[config.mk]
export PLATFORM = sky130hd
export DESIGN_NAME = mem_arbiter
export DESIGN_NICKNAME = d
export VERILOG_FILES = /design/src/rtl/mem_arbiter_pkg.sv /design/src/rtl/mem_arbiter_timeout_cnt.sv /design/src/rtl/mem_arbiter.sv
export SDC_FILE = /design/constraint.sdc
export NUM_CORES = 1
export LEC_CHECK = 0
export CAP_MARGIN = 20
export CORE_MARGIN = 2
export CORE_UTILIZATION = 36
export CTS_BUF_LIST = sky130_fd_sc_hd__clkbuf_8 sky130_fd_sc_hd__clkbuf_16
export DETAILED_ROUTE_END_ITERATION = 10
export GPL_TIMING_DRIVEN = 0
export HOLD_SLACK_MARGIN = 0.05
export PLACE_DENSITY = 0.84
export SLEW_MARGIN = 20
export SYNTH_ARGS = -nofsm -noshare
export SYNTH_HDL_FRONTEND = slang
export SYNTH_SLANG_ARGS = --single-unit
[constraint.sdc]
create_clock -name clk -period 2.2 [get_ports clk]
set_clock_uncertainty 0.05 [all_clocks]
set_input_delay 0.33 -clock clk [delete_from_list [all_inputs] [get_ports clk]]
set_output_delay 0.33 -clock clk [all_outputs]
set_load 0.005 [all_outputs]
[src/rtl/mem_arbiter_pkg.sv]
// mem_arbiter_pkg: arbiter state encodings and default watchdog limit
package mem_arbiter_pkg;
  typedef enum logic [1:0] {
    ARB_IDLE   = 2'b00,
    ARB_BUSY_I = 2'b01,
    ARB_BUSY_D = 2'b10
  } arb_state_t;
  localparam int ARB_TIMEOUT = 255;
endpackage

[src/rtl/mem_arbiter_timeout_cnt.sv]
// arb_timeout_cnt: clearable enabled watchdog counter with terminal-count flag
//   clk, rst (async active-low), clr (restart), en (count this cycle),
//   tc (this enabled cycle is the TIMEOUT-th; never set when TIMEOUT == 0)
module arb_timeout_cnt #(
  parameter int TIMEOUT = mem_arbiter_pkg::ARB_TIMEOUT
) (
  input  logic clk,
  input  logic rst,
  input  logic clr,
  input  logic en,
  output logic tc
);
  localparam int W = TIMEOUT > 0 ? $clog2(TIMEOUT + 1) : 1;
  localparam logic [W-1:0] LAST = W'(TIMEOUT > 0 ? TIMEOUT - 1 : 0);
  logic [W-1:0] cnt;
  always_ff @(posedge clk or negedge rst)
    if (!rst) cnt <= '0;
    else if (clr) cnt <= '0;
    else if (en) cnt <= cnt + 1'b1;
  // fires while the TIMEOUT-th busy cycle without ack is in progress
  assign tc = (TIMEOUT != 0) && en && (cnt == LAST);
endmodule

[src/rtl/mem_arbiter.sv]
// mem_arbiter: shares one memory port between instruction fetch and data access
//   i_*: instruction read requester (req/addr in, rdata/ack/err out)
//   d_*: data requester (req/wr/addr/wdata/sel in, rdata/ack/err out)
//   stall_i/stall_d: hazard-unit stalls; m_*: registered memory port, m_rdata/m_ack in
//   rst: asynchronous active-low reset
module mem_arbiter
  import mem_arbiter_pkg::*;
#(
  parameter int ADDR_W     = 32,
  parameter int DATA_W     = 32,
  parameter int TIMEOUT    = ARB_TIMEOUT,
  parameter int DATA_FIRST = 1
) (
  input  logic                clk,
  input  logic                rst,
  input  logic                i_req,
  input  logic [ADDR_W-1:0]   i_addr,
  output logic [DATA_W-1:0]   i_rdata,
  output logic                i_ack,
  output logic                i_err,
  input  logic                d_req,
  input  logic                d_wr,
  input  logic [ADDR_W-1:0]   d_addr,
  input  logic [DATA_W-1:0]   d_wdata,
  input  logic [DATA_W/8-1:0] d_sel,
  output logic [DATA_W-1:0]   d_rdata,
  output logic                d_ack,
  output logic                d_err,
  output logic                stall_i,
  output logic                stall_d,
  output logic                m_req,
  output logic                m_wr,
  output logic [ADDR_W-1:0]   m_addr,
  output logic [DATA_W-1:0]   m_wdata,
  output logic [DATA_W/8-1:0] m_sel,
  input  logic [DATA_W-1:0]   m_rdata,
  input  logic                m_ack
);
  arb_state_t state;
  logic idle, busy_i, busy_d, tout, gnt_i, gnt_d, done;
  assign idle   = state == ARB_IDLE;
  assign busy_i = state == ARB_BUSY_I;
  assign busy_d = state == ARB_BUSY_D;
  arb_timeout_cnt #(.TIMEOUT(TIMEOUT)) u_cnt (
    .clk(clk),
    .rst(rst),
    .clr(gnt_i | gnt_d),
    .en (~idle & ~m_ack),
    .tc (tout)
  );
  // from IDLE the priority parameter decides; on an ack only the other side may chain in
  assign gnt_d = d_req & (idle ? (DATA_FIRST != 0 || !i_req) : (busy_i & m_ack));
  assign gnt_i = i_req & ~gnt_d & (idle | (busy_d & m_ack));
  assign done  = ~idle & (m_ack | tout);
  assign i_ack   = busy_i & m_ack;
  assign d_ack   = busy_d & m_ack;
  assign i_err   = busy_i & tout;
  assign d_err   = busy_d & tout;
  assign i_rdata = m_rdata;
  assign d_rdata = m_rdata;
  assign stall_i = i_req & ~i_ack;
  assign stall_d = d_req & ~d_ack;
  always_ff @(posedge clk or negedge rst)
    if (!rst) begin
      state   <= ARB_IDLE;
      m_req   <= 1'b0;
      m_wr    <= 1'b0;
      m_addr  <= '0;
      m_wdata <= '0;
      m_sel   <= '0;
    end else if (gnt_d) begin
      state   <= ARB_BUSY_D;
      m_req   <= 1'b1;
      m_wr    <= d_wr;
      m_addr  <= d_addr;
      m_wdata <= d_wdata;
      m_sel   <= d_sel;
    end else if (gnt_i) begin
      state   <= ARB_BUSY_I;
      m_req   <= 1'b1;
      m_wr    <= 1'b0;
      m_addr  <= i_addr;
      m_wdata <= '0;
      m_sel   <= '1;
    end else if (done) begin
      state   <= ARB_IDLE;
      m_req   <= 1'b0;
    end
endmodule

; ---- Word level (Yosys, flattened, before mapping)
; Index checks and enable logic that the tools add are counted.
[totals]
regBits = 80
output_inout_bits = 140
elab_cells = 52
input_bits = 138
[op_classes]
bitwise = 19
reduce_logical = 5
eq_ne = 3
mux = 17
add_sub_neg = 1
[ops]
columns = cell, count
row1 = $mux 32, 4
row2 = $mux 8, 2
row3 = $and 1x1->1, 11
row4 = $add 8x1->8 const B, 1
row5 = $eq 8x8->1 const B, 1
row6 = $mux 4, 2
row7 = $mux 1, 6
row8 = $mux 2, 3
row9 = $not 1->1, 5
row10 = $reduce_bool 2->1, 2
row11 = $or 1x1->1, 3
row12 = $reduce_bool 3->1, 1
row13 = $eq 2x1->1 const B, 1
row14 = $eq 2x2->1 const B, 1
row15 = $logic_not 2->1, 1
row16 = $logic_and 1x1->1, 1

; ---- Logic depth before layout (Yosys ltp)
; Gate-level depths: netlist of the first run.
[logic_depth]
depth_word = 9
ltp_mapped = 6
depth_no_buf = 5

; ---- Modules after synthesis
; Synthesis of the first run repeated with hierarchy kept, for this count alone.
[unflattened]
hier_cells = 411
hier_area_um2 = 4399.2
[modules_own_cells]
columns = mod, area_per_inst_um2, seq_area_each_um2, cells_each, n_inst
row1 = mem_arbiter, 3987.6, 1801.7, 370, 1
row2 = arb_timeout_cnt, 411.6, 200.2, 41, 1

; ---- Worst setup path after synthesis of the first run
; OpenSTA, ideal clock, no wires.
[synth_timing]
path_type = flip-flop to output port
start = register state[1]
end = output i_err
n_path_buf = 1
path_stages_with_launch = 5
slack_ps = 463
t_arrival_ps = 1357
t_required_ps = 1820
path_cell_list = dfrtp_1 -> buf_6 -> o21bai_4 -> or4_4 -> nor3b_1
[synth_via]
elab_chain_cells = 5
word_cells_on_any_way = 6
classes_between = eq/ne: 1 / bitwise: 3 / reduce/logical: 2
[synth_lines]
columns = item, line_no
row1 = from (decl), mem_arbiter.sv:39  ; arb_state_t state;
row2 = from (signal assigned), mem_arbiter.sv:65  ; state <= ARB_IDLE;
row3 = from (signal assigned), mem_arbiter.sv:72  ; state <= ARB_BUSY_D;
row4 = from (signal assigned), mem_arbiter.sv:79  ; state <= ARB_BUSY_I;
row5 = $logic_not 2->1, mem_arbiter.sv:41  ; assign idle = state == ARB_IDLE;
row6 = $not 1->1, mem_arbiter.sv:48  ; .en (~idle & ~m_ack),
row7 = $and 1x1->1, mem_arbiter.sv:48
row8 = $logic_and 1x1->1, mem_arbiter_timeout_cnt.sv:21  ; assign tc = (TIMEOUT != 0) && en && (cnt == LAST);
row9 = $and 1x1->1 *, mem_arbiter.sv:57  ; assign i_err = busy_i & tout;
row10 = to (decl), mem_arbiter.sv:20  ; output logic i_err,
; Mark *: on every way between the ends. The rest lies on a longest branch, timed or not.

; ---- Final worst setup path of the first run
[layout_timing]
start = register u_cnt.cnt[0]
end = output d_err
[layout_via]
elab_chain_cells = 3
[layout_lines]
columns = item, line_no
row1 = from (decl), mem_arbiter_timeout_cnt.sv:15  ; logic [W-1:0] cnt;
row2 = from (signal assigned), mem_arbiter_timeout_cnt.sv:19  ; else if (en) cnt <= cnt + 1'b1;
row3 = $eq 8x8->1, mem_arbiter_timeout_cnt.sv:21
row4 = $logic_and 1x1->1, mem_arbiter_timeout_cnt.sv:21
row5 = $and 1x1->1, mem_arbiter.sv:58  ; assign d_err = busy_d & tout;
row6 = to (decl), mem_arbiter.sv:28  ; output logic d_err,
; No other way between the ends.

==> results_dict.tcl, run 1 <==
set metrics [dict create \
    muxShareOfSynthArea_pct 0.244 \
    ant_nets 0 \
    fp.dieArea_sq_um 12300 \
    multiInputGateArea_sq_um 1460 \
    synth_fp_nets 550 \
    num-fill-cells 884 \
    firstDrtPassIters 5 \
    worst_pin_slew_ps 543 \
    cts_root_buf "clkbuf_16" \
    fin_setup_tns_ps -69.3 \
    initial_core_util_pct 37.3 \
    max_freq_mhz 445 \
    vias 4328 \
    drt_iter0_markers 368 \
    wire_per_inst_um 17.1 \
    synth_compound_area_share_pct 20.8 \
    hp-class "reg -> reg" \
    status "complete, but fails checks" \
    clkTransAtPathRegs_ps 60 \
    grt_max_degree 43 \
    num_rows 38 \
    drv_slew 0 \
    grt_first_pass_wirelength_mm 22.6 \
    whs_ps 447 \
    p_comb_share_pct 40.6 \
    gr-usage-all-layers_pct 22.4 \
    irDropWorstVdd_mv 0.444 \
    yosys_most_used_dff "dfrtp_1" \
    relSlewSlack_pct 63.8 \
    placed_cells 796 \
    port-buffer-count 245 \
    cts_tree "yes" \
    path_cells "inv_1, ha_1, nand2_1, or4_4, nor3b_2, buf_2" \
    clock_latency_ps 320 \
    cts_sinks 80 \
    p_switching_mw 1.81 \
    synthArstFlopShare_pct 100 \
    gp_congestion 0.825 \
    fin_crit_sh_pct 102 \
    p_sw_share_pct 30.7 \
    hold_viol 0 \
    gr-total-overflow 0 \
    drc_errors 0 \
    worstPathArrival_ps 1870 \
    setup_viol 2 \
    final_cells 822 \
    grt_setup_unrepaired "yes" \
    max_cap_viol_count 0 \
    cp_max_fo 3 \
    violations "negative setup slack" \
    ys_ff_latch 80 \
    boundaryPins 278 \
    p_leak_nw 2.92 \
    synthAdderAreaFrac_pct 0.611 \
    synth_top_cell_by_area "dfrtp_1" \
    max_stage_delay_ps 550 \
    synth_xor_xnor_area_share_pct 0.214 \
    cp-start-kind "flip-flop" \
    synth-edff-count 0 \
    core_area_sq_um 11000 \
    antenna_found_initial 0 \
    cellInternalPower_mw 4.09 \
    end_kind "output pin" \
    nets 817 \
    antenna_cells 0 \
    fp.dieW_um 111 \
    syn_avg_cell_area_sq_um 9.99 \
    cts_buffer_depth 2 \
    p_seq_share_pct 35.7 \
    cts_buffers 9 \
    finalWorstSetupSlack_ps -45.3 \
    power_density_nw_per_um2 831 \
    synth_seq_area_share_pct 48.9 \
    critical-path-slowest-cell "or4_4" \
    netlist_area_sq_um 4100 \
    dp_hpwl_mm 10.8 \
    clkPwrFrac_pct 23.7 \
    wirelength_mm 14.1 \
    die_h_um 111 \
    period_minus_slack_ps 2250 \
    cts.htree.levels 3 \
    regArea_sq_um 2000 \
    routed_via_density 5.27 \
    post_synth_num_cell_types 40 \
    crit_required_ps 1820 \
    crit_type "reg -> out" \
    area_delta_synth_final_pct 73.4 \
    drive_above_1_share_pct 17.0 \
    synth_top_cell_area_share_pct 48.9 \
    yosys.area_share.simple_pct 13.4 \
    synth.area.top_cells "dfrtp_1, buf_4, a22o_1" \
    synth_cells 410 \
    yosysWarnings 0 \
    synth_top_family_by_area "compound AO/OA/AOI/OAI gates" \
    grt_pass1_vias 4454 \
]
registers in the layout, summed over array words and instances (netlist names):
signal,flops
m_sel,4
state,2
u_cnt.cnt,8
m_addr,32
m_req,1
m_wdata,32
m_wr,1
critical path, delay by kind of cell (launching register included):
kind	cells	cell delay [ps]
simple gates	3	820
fa+ha+maj	1	150
buf+inv	2	190
flops	1	380
synthesized netlist by cell type, types with 2 or more instances:
| library cell | n |
|---|---|
| nor4_1 | 2 |
| a21oi_1 | 5 |
| o22a_1 | 4 |
| o2111ai_1 | 2 |
| nor2b_1 | 5 |
| nand2_1 | 3 |
| inv_1 | 4 |
| buf_2 | 11 |
| a31oi_1 | 32 |
| dfrtp_1 | 80 |
| o21ai_0 | 34 |
| o31ai_1 | 4 |
| nand4_1 | 3 |
| ha_1 | 2 |
| nor2_1 | 6 |
| nand3_1 | 32 |
| nor3b_1 | 4 |
| buf_4 | 65 |
| nand3b_1 | 2 |
| a22o_1 | 33 |
| nor3_1 | 32 |
| nand2b_1 | 3 |
| or4_1 | 4 |
| clkbuf_1 | 22 |
cell usage in the layout, fill, tap and decap left out, types with 3 or more instances in the layout:
master	Yosys	routed
o22a_1	4	4
clkbuf_16	0	9
nand3_1	32	32
clkbuf_1	22	22
buf_4	65	74
o31ai_1	4	4
a21oi_1	5	5
nand2b_1	3	3
nor3_1	32	32
a31oi_1	32	32
nand4_1	3	3
a22o_1	33	33
nor3b_2	0	3
inv_1	4	4
clkdlybuf4s50_1	0	241
or4_1	4	4
dfrtp_1	80	80
nand2_1	3	3
o21ai_0	34	34
buf_2	11	13
nor2b_1	5	5
nor2_1	6	6
final cells by class:
class / instances / share of cell area (%)
Clock buffer: 9 / 3.17
Tap cell: 140 / 2.47
Clock inverter: 7 / 0.775
Sequential cell: 80 / 28.2
Timing Repair Buffer: 256 / 35.6
Buffer: 99 / 9.02
Multi-Input combinational cell: 227 / 20.5
Inverter: 4 / 0.211
kinds of logic (layout without fill, tap and decap cells):
group,after synthesis,count (layout)
and+or+nand+nor,101,101
xor gates and xnor gates,1,1
adders and majority gates,2,2
AOI/OAI and AO/OA,122,122
DFF,80,80
buffers and inverters,103,375
muxes,1,1
metal layers:
metal / track usage (%) / up-vias / part of all wire (%)
li1: - / 1981 / -
met1: 25.9 / 2092 / 38
met2: 41.6 / 237 / 54
met3: 5.47 / 18 / 7.1
met4: 5.08 / 0 / 1.4
met5: 0 / - / 0
final timing paths:
path | from | to | slack, ps | depth (start not counted)
worst max-delay path | u_cnt.cnt[0] | d_err | -50 | 6
worst min-delay path | m_sel[2] | m_sel[2] | 450 | 1
worst max register to register | state[1] | m_wdata[12] | 300 | 6
worst min register to register | m_sel[2] | m_sel[2] | 450 | 1
max in group asynchronous | rst | m_addr[3] | 1030 | 3
min in group asynchronous | rst | m_wdata[19] | 480 | 2
per-stage QoR:
| step | total power, mW | cell area [sq um] | util, % | worst slack (ps) |
|---|---|---|---|---|
| after global routing | 6.23 | 7100 | 64.7 | -96.3 |
| final | 5.90 | 7100 | 64.7 | -45.3 |
| after detailed placement | 4.48 | 6740 | 61.4 | -654 |
| after CTS | 5.93 | 7080 | 64.5 | -3.40 |
| after floorplan | 3.03 | 4100 | - | 463 |
| after global placement | 4.38 | 6730 | 61.2 | -2030 |
power groups by stage:
| stage | Combinational (mW) | Clock [mW] | Sequential [mW] |
|---|---|---|---|
| floorplan | 0.895 | 0 | 2.14 |
| global placement | 2.27 | 0 | 2.11 |
| detailed placement | 2.35 | 0 | 2.13 |
| CTS | 2.41 | 1.42 | 2.10 |
| global route | 2.59 | 1.49 | 2.15 |
| finish | 2.40 | 1.40 | 2.11 |
timing repair:
action / in CTS / in global routing
setup buffers: 6 / 3
endpoints found under the setup margin: 6 / 6
resized for setup: 12 / 3
hold buffers: 1 / 0
hold endpoints to repair: 41 / 0
pin swaps: 2 / 2
(Power assumes the default switching activity.)
==> run 2: changes to the inputs <==
--- a/config.mk
+++ b/config.mk
@@ -8,10 +8,10 @@
 export CAP_MARGIN = 20
 export CORE_MARGIN = 2
-export CORE_UTILIZATION = 36
+export CORE_UTILIZATION = 33
 export CTS_BUF_LIST = sky130_fd_sc_hd__clkbuf_8 sky130_fd_sc_hd__clkbuf_16
 export DETAILED_ROUTE_END_ITERATION = 10
 export GPL_TIMING_DRIVEN = 0
 export HOLD_SLACK_MARGIN = 0.05
-export PLACE_DENSITY = 0.84
+export PLACE_DENSITY = 0.82
 export SLEW_MARGIN = 20
 export SYNTH_ARGS = -nofsm -noshare
==> constraint.sdc (replaced) <==
create_clock -name clk -period 1.8 [get_ports clk]
set_clock_uncertainty 0.05 [all_clocks]
set_input_delay 0.27 -clock clk [delete_from_list [all_inputs] [get_ports clk]]
set_output_delay 0.27 -clock clk [all_outputs]
set_load 0.01 [all_outputs]
==> run 2 against run 1 <==
Net effect:
- hold slack got worse by 71 ps
- worst setup slack got worse by 320 ps
- global-route usage decreased by 2.9 points
- die area increased by 8.7%
- the flow still finishes with violations (negative setup slack)
- clock power increased by 17%
- critical path depth unchanged
- sequential share of layout area decreased by 0.16 points
- sequential power increased by 22%
- final cell count increased by 2.8%
- total power increased by 25%
- clock-buffer cell count increased by 2
- non-clock buffer count decreased by 2
==> results_dict.tcl, run 2 (synthesis gave the netlist of run 1 again) <==
set metrics [dict create \
    max_freq_mhz 461 \
    worstPathArrival_ps 1850 \
    drive_above_1_share_pct 18.9 \
    ant_nets 0 \
    boundaryPins 278 \
    num-fill-cells 993 \
    drc_errors 0 \
    clock_latency_ps 320 \
    fp.dieArea_sq_um 13300 \
    initial_core_util_pct 34.0 \
    wirelength_mm 13.5 \
    mostFrequentLayoutCell "clkdlybuf4s50_1" \
    multiInputGateArea_sq_um 1500 \
    area_delta_synth_final_pct 74.5 \
    grt_max_degree 49 \
    period_minus_slack_ps 2170 \
    port-buffer-count 245 \
    p_total_mw 7.38 \
    grt_setup_unrepaired "yes" \
    routed_via_density 5.03 \
    power_density_nw_per_um2 1030 \
    dp_hpwl_mm 10.4 \
    most-common-layout-cells "clkdlybuf4s50_1, dfrtp_1, buf_4" \
    fin_setup_tns_ps -714 \
    crit_required_ps 1480 \
    drv_slew 0 \
    core_area_sq_um 12100 \
    fp.dieW_um 115 \
    irDropWorstVdd_mv 0.570 \
    num_rows 40 \
    vias 4254 \
    grt_first_pass_wirelength_mm 20.6 \
    drt_iter0_markers 232 \
    cts_buffers 9 \
    largest_registers "m_addr (32), m_wdata (32), u_cnt.cnt (8)" \
    antenna_cells 0 \
    hp-class "in -> async" \
    fin_util_pct 59.3 \
    cts_sinks 80 \
    die_h_um 115 \
    hold_viol 0 \
    end_kind "output pin" \
    grt_pass1_vias 4251 \
    wire_per_inst_um 16.0 \
    cp-start-kind "flip-flop" \
    fin_crit_sh_pct 120 \
    gr-total-overflow 0 \
    cp_max_fo 3 \
    status "complete, but fails checks" \
    crit_type "reg -> out" \
    worst_pin_slew_ps 486 \
    nets 815 \
    p_leak_nw 2.95 \
    clkTransAtPathRegs_ps 60 \
    gp_congestion 0.832 \
    violations "negative setup slack" \
    regArea_sq_um 2000 \
    setup_viol 2 \
    cts.htree.levels 3 \
    max_cap_viol_count 0 \
    finalWorstSetupSlack_ps -368 \
    gr-usage-all-layers_pct 19.4 \
    firstDrtPassIters 5 \
    relSlewSlack_pct 67.5 \
    cts_buffer_depth 2 \
    antenna_found_initial 0 \
    cts_root_buf "clkbuf_16" \
    cts_tree "yes" \
]
[run 2: cell types whose count changed in the layout (fill, tap and decap cells not counted), moves of 2 or more]
| cell | change |
|---|---|
| clkdlybuf4s50_1 | -4 |
| clkinvlp_4 | -2 |
| clkinv_4 | -2 |
| inv_6 | -2 |
| clkbuf_1 | -8 |
| clkbuf_2 | +10 |
| clkbuf_8 | +2 |
| buf_2 | -2 |
[run 2: area by class of cell]
cell class              instances  share of cell area [%]
plain buffers                  97                    9.03
clock buffers                  11                    3.53
clock inverters                 2                   0.122
inverters                       4                   0.210
multi-input cells             227                    20.9
flip-flops and latches         80                    28.0
well taps                     168                    2.94
repair buffers                256                    35.2
[run 2: routing by layer]
| metal | up-vias | global-route usage, % | routed length, um |
|---|---|---|---|
| met5 | - | 0 | 0 |
| met4 | 0 | 8.76 | 484 |
| met1 | 2028 | 23.3 | 5120 |
| li1 | 1969 | - | - |
| met3 | 43 | 3.03 | 932 |
| met2 | 214 | 34.4 | 6990 |
[run 2: power by group]
part / internal, mW / switching, mW
clock network: 0.978 / 0.658
registers: 2.30 / 0.281
logic: 1.78 / 1.39
total: 5.06 / 2.33
[run 2: stage by stage]
stage / setup slack, ps / instance area [sq um] / instances / hold slack, ps
after floorplan: 14.6 / 4100 / 410 / -75.6
after global placement: -2380 / 6760 / 823 / 421
after detailed placement: -988 / 6790 / 824 / 202
after CTS: -343 / 7100 / 841 / 395
after global routing: -458 / 7150 / 845 / 426
final: -368 / 7150 / 845 / 376
[run 2: worst max-delay path, stage by stage (launching register included)]
cell	delay [ps]
dfrtp_1	380
inv_1	60
ha_1	140
nand2_1	70
or4_4	550
nor3b_2	180
buf_2	140
[run 2: repair_timing]
action | CTS | global route
cloned | 0 | 0
pin swaps | 2 | 2
hold buffers | 1 | 0
gates resized for setup | 24 | 28
hold endpoints to repair | 32 | 0
setup endpoints to repair | 67 | 62
buffers inserted | 5 | 4
[run 2: final timing paths]
check / from / end / slack [ps] / cells past startpoint
worst min register to register: m_sel[0] / m_sel[0] / 440 / 1
worst max register to register: u_cnt.cnt[0] / state[0] / 30 / 6
worst min-delay path: rst / m_addr[24] / 380 / 2
max in group asynchronous: rst / u_cnt.cnt[3] / 740 / 3
min in group clk: m_sel[0] / m_sel[0] / 440 / 1
worst max-delay path: u_cnt.cnt[0] / i_err / -370 / 6
